`config.mk`:
```
export PLATFORM = sky130hd
export DESIGN_NAME = param_alu_acc
export DESIGN_NICKNAME = d
export VERILOG_FILES = /design/src/rtl/param_alu_acc.sv
export SDC_FILE = /design/constraint.sdc
export NUM_CORES = 1
export LEC_CHECK = 0
export BUFFER_PORTS_ARGS = -buffer_cell sky130_fd_sc_hd__buf_4
export CAP_MARGIN = 20
export CORE_MARGIN = 2
export CORE_UTILIZATION = 55
export CTS_BUF_LIST = sky130_fd_sc_hd__clkbuf_8
export DETAILED_ROUTE_END_ITERATION = 12
export GPL_TIMING_DRIVEN = 0
export HOLD_SLACK_MARGIN = 0.1
export PLACE_DENSITY = 0.82
export REMOVE_ABC_BUFFERS = 1
export SLEW_MARGIN = 20
export SYNTH_ARGS = -nofsm -noshare
export SYNTH_HDL_FRONTEND = slang
export SYNTH_SLANG_ARGS = --single-unit
```
`constraint.sdc`:
```
create_clock -name clk -period 5.5 [get_ports clk]
set_clock_uncertainty 0.15 [all_clocks]
set_input_delay 0.55 -clock clk [delete_from_list [all_inputs] [get_ports clk]]
set_output_delay 0.55 -clock clk [all_outputs]
set_load 0.01 [all_outputs]
```
`src/rtl/param_alu_acc.sv`:
```
`timescale 1ns/1ps
`default_nettype none
// ============================================================================
// Module   : param_alu_acc
// Purpose  : Registered ALU with an odd constant operand (C = 2*sel+1), an
//            internal accumulator and valid/ready handshake on both sides.
//            Single-entry output register, 1-cycle latency, full throughput.
// Options  : PARAM_ALU_SATURATE_EN - ADD saturates to all-ones on carry, SUB
//            saturates to zero on borrow (carry flag still reports it).
// Revision : 1.0 - initial release
// ============================================================================
module param_alu_acc #(
    parameter int WIDTH  = 8,   // datapath width, >= 4
    parameter int CSEL_W = 2    // constant-select width, CSEL_W+1 <= WIDTH
) (
    input  logic              clk,
    input  logic              reset,
    input  logic              in_valid,
    output logic              in_ready,
    input  logic [WIDTH-1:0]  in_data,
    input  logic              in_acc,
    input  logic [CSEL_W-1:0] in_csel,
    input  logic [2:0]        in_op,
    output logic              out_valid,
    input  logic              out_ready,
    output logic [WIDTH-1:0]  out_data,
    output logic              out_zero,
    output logic              out_carry,
    output logic              out_neg,
    output logic [WIDTH-1:0]  acc_value
);

    localparam logic [2:0] C_OP_ADD  = 3'd0;
    localparam logic [2:0] C_OP_SUB  = 3'd1;
    localparam logic [2:0] C_OP_AND  = 3'd2;
    localparam logic [2:0] C_OP_OR   = 3'd3;
    localparam logic [2:0] C_OP_XOR  = 3'd4;
    localparam logic [2:0] C_OP_SHL  = 3'd5;
    localparam logic [2:0] C_OP_SHR  = 3'd6;
    localparam logic [2:0] C_OP_PASS = 3'd7;

    logic             r_valid;
    logic [WIDTH-1:0] r_data;
    logic             r_zero;
    logic             r_carry;
    logic             r_neg;
    logic [WIDTH-1:0] r_acc;

    logic [WIDTH-1:0] w_a;
    logic [WIDTH-1:0] w_c;
    logic [WIDTH:0]   w_sum;
    logic [WIDTH:0]   w_diff;
    logic [WIDTH-1:0] w_raw;
    logic             w_carry;
    logic [WIDTH-1:0] w_result;
    logic             w_accept;

    // Handshake: the output register can take a new result when empty or
    // when its current content is being consumed on the same edge.
    assign in_ready = !r_valid || out_ready;
    assign w_accept = in_valid && in_ready;

    // Operand A: accumulator value from before the edge, so chains work.
    always_comb begin
        w_a = in_acc ? r_acc : in_data;
    end

    // Odd constant 2*sel+1, zero-extended; built by bit placement so the
    // case CSEL_W+1 == WIDTH needs no zero-width replication.
    always_comb begin
        w_c             = '0;
        w_c[CSEL_W:0]   = {in_csel, 1'b1};
    end

    // Extended add/subtract; the top bit is carry-out or borrow.
    always_comb begin
        w_sum  = {1'b0, w_a} + {1'b0, w_c};
        w_diff = {1'b0, w_a} - {1'b0, w_c};
    end

    // Opcode decode producing the unsaturated result and the carry flag.
    always_comb begin
        w_raw   = w_a;
        w_carry = 1'b0;
        case (in_op)
            C_OP_ADD: begin
                w_raw   = w_sum[WIDTH-1:0];
                w_carry = w_sum[WIDTH];
            end
            C_OP_SUB: begin
                w_raw   = w_diff[WIDTH-1:0];
                w_carry = w_diff[WIDTH];
            end
            C_OP_AND: w_raw = w_a & w_c;
            C_OP_OR:  w_raw = w_a | w_c;
            C_OP_XOR: w_raw = w_a ^ w_c;
            C_OP_SHL: begin
                w_raw   = {w_a[WIDTH-2:0], 1'b0};
                w_carry = w_a[WIDTH-1];
            end
            C_OP_SHR: begin
                w_raw   = {1'b0, w_a[WIDTH-1:1]};
                w_carry = w_a[0];
            end
            C_OP_PASS: w_raw = w_a;
            default: begin
                w_raw   = w_a;
                w_carry = 1'b0;
            end
        endcase
    end

`ifdef PARAM_ALU_SATURATE_EN
    // Clamp overflowing ADD to all-ones and borrowing SUB to zero; the
    // clamped value feeds flags and accumulator alike.
    always_comb begin
        w_result = w_raw;
        if (in_op == C_OP_ADD && w_carry) begin
            w_result = '1;
        end else if (in_op == C_OP_SUB && w_carry) begin
            w_result = '0;
        end
    end
`else
    // Modulo arithmetic: the raw result is final.
    always_comb begin
        w_result = w_raw;
    end
`endif

    // Output register, flags and accumulator. Accept wins over consume so a
    // simultaneous consume+accept leaves valid high with the new result.
    always_ff @(posedge clk or posedge reset) begin
        if (reset) begin
            r_valid <= 1'b0;
            r_data  <= '0;
            r_zero  <= 1'b0;
            r_carry <= 1'b0;
            r_neg   <= 1'b0;
            r_acc   <= '0;
        end else if (w_accept) begin
            r_valid <= 1'b1;
            r_data  <= w_result;
            r_zero  <= (w_result == '0);
            r_carry <= w_carry;
            r_neg   <= w_result[WIDTH-1];
            r_acc   <= w_result;
        end else if (out_ready) begin
            r_valid <= 1'b0;
        end
    end

    assign out_valid = r_valid;
    assign out_data  = r_data;
    assign out_zero  = r_zero;
    assign out_carry = r_carry;
    assign out_neg   = r_neg;
    assign acc_value = r_acc;

endmodule
`default_nettype wire

```
==> metrics.txt <==
status completed; crit end category flop; vias in the first global route 1,381; Filler Cell Count 237; WP data arrival 3.33 ns; final worst slack 2.15 ns; core area 0.00273 sq mm; RSZ-0062 raised after global routing no; Die ar. 0.00331 sq mm; fin nets 241; CTS tree built; Crit Path Category primary input to flop; total gr overflow 0; Crit path required time 5.48 ns; commonest non-fill, non-tap cells in the layout buf_4, a21oi_1, nand2_1, nor2_1, dfrtp_1; sequential element share of the synthesized area 0.175; CTS buffer count 3; Clock transition at path regs 0.05 ns; Max-Slew Margin vs Limit 0.564; Post-synth ARST share 1.00; total wire length 4010 um; area delta synth->final 15.9%; Synth area leaders dfrtp_1, ha_1, a21oi_1; Post-CTS Setup Inserts 0; die height 57.5 um; # resized after CTS 0; Die Width 57.5 um; Peak supply drop 0.000382 V; I/O Buffers 38; post-synth top area share 0.175; CP max FO 18; commonest non-fill, non-tap cell in the layout buf_4; final instance area 0.00182 sq mm; DR DRC count 0; row count 19; DRT Pass-1 Iters 5; Worst-Margin Slew 0.636 ns; vias per cell 6.42; placed cell area 0.00178 sq mm; synth warn 0; dpl ws 1.95 ns; Max-Cap Viols 0; final hold violation count 0; area of the multi-input gates 0.00114 sq mm; number of synthesized flops with an enable pin 0; largest net degree at the start of global routing 27; first-pass GRT wire length 6640 um; Seq pwr share 0.257; initial antenna violation count 0; Gate Count Post-Synth 189; Startpoint Class primary input; clk_lat worst skew 0.24 ns; Yosys reg bits 11; Sw Pwr 206 uW; Leakage 0.000802 uW; diodes inserted 0; Initial Util 0.576; Iter 0 DRT Violations 83; IO Pins 39; Internal Power 270 uW; antenna viol nets, final 0; fmax 299 MHz; Via Count 1,561; Gate power share 0.572; Root Driver clkbuf_8; WL/cell 16.5 um; GP Congestion 0.898; power share of the clock group 0.171; max-slew violations 0; fin crit share 0.609; register area 275 sq um; worst setup path startpoint in_acc; DP HPWL 3150 um; power per cell area 261 mW/mm^2; H-Tree Depth 1; fin crit period 3.35 ns; area leader, netlist dfrtp_1; Fin Setup TNS 0 ns; TritonCTS Sinks 11; worst-case clock buffer depth 2; worst hold-check path type primary input to asynchronous set/reset pin; Finish-stage setup viols 0; Yosys cell types 55; Most used DFF post-synth dfrtp_1; Tot GR Track Use 0.256; Switching Fraction 0.432; share of layout cells above drive strength 1 0.269; Mean Syn Cell Area 8.33 sq um; RR Startpoint acc_value[2]; Syn Std Cell Area 0.00157 sq mm; hold_buf cts 0
==> cells by family after synthesis <==
group                    synth area share
AO/OA/AOI/OAI                       0.257
buffers and inverters              0.0986
multiplexers                        0.130
XOR/XNOR                           0.0278
adder cells (fa/ha/maj)            0.0890
flip-flops                          0.175
AND/OR/NAND/NOR                     0.223
==> power by group through the flow <==
stage	registers, uW	clock network, uW	logic (uW)
3_3_place_gp	122	0	264
6_report	122	81.3	273
2_1_floorplan	135	0	146
5_1_grt	126	86.8	298
3_5_place_dp	124	0	270
4_1_cts	123	81.2	271
==> critical path, stage by stage <==
cell and delay, ns:
buf_4 0.26, mux2i_1 0.53, ha_1 0.38, nor2b_1 0.35
a211oi_2 0.10, or4_1 0.42, a32oi_1 0.39, nor4b_2 0.10
a32o_1 0.23
==> synth_stat cells, drive strengths merged, types with 3 or more instances <==
cell type and n:
mux2 6, nor2 12, xor2 3, clkbuf 5
or4 3, buf 14, nand2 14, a21oi 15
and3 3, dfrtp 11, nor3 7, nand3b 3
nand2b 7, o22ai 6, ha 8, inv 9
a22oi 3, o21ai 7, mux2i 10, a211oi 8
==> sequential cells by signal, summed over array words and instances (netlist names) <==
register,cells
acc_value,7
out_carry,1
out_neg,1
out_valid,1
out_zero,1
==> path summary, 6_finish.rpt <==
kind,cells after the start,slack (ns),end
setup / recovery,9,2.15,out_zero
hold / removal,2,0.15,acc_value[3]
setup reg to reg,8,2.40,out_zero
hold reg to reg,2,0.35,out_carry
max in group asynchronous,2,4.76,out_zero
min in group clk,2,0.35,out_carry
==> layout make-up <==
class / count / area share
clock inverter: 1 / 0.00206
timing repair buffer: 38 / 0.156
clock buffer: 3 / 0.0226
multi-input combinational: 150 / 0.627
sequential: 11 / 0.151
tap: 31 / 0.0213
inverter: 9 / 0.0199
==> metal layers <==
layer / GRT usage / wire, um / vias to the layer above
li1: - / - / 748
met1: 0.345 / 1710 / 723
met2: 0.398 / 1870 / 78
met3: 0.0794 / 320 / 12
met4: 0.0664 / 112 / 0
met5: 0 / 0 / -
==> stage by stage <==
step	power, uW	hold slack (ns)	utilization	instances
2_1_floorplan	281	0.252	-	170
3_3_place_gp	386	0.324	0.651	239
3_5_place_dp	394	0.343	0.651	239
4_1_cts	475	0.162	0.667	243
5_1_grt	511	0.189	0.667	243
6_report	476	0.147	0.667	243
No activity file was read; power rests on OpenSTA's default activity.
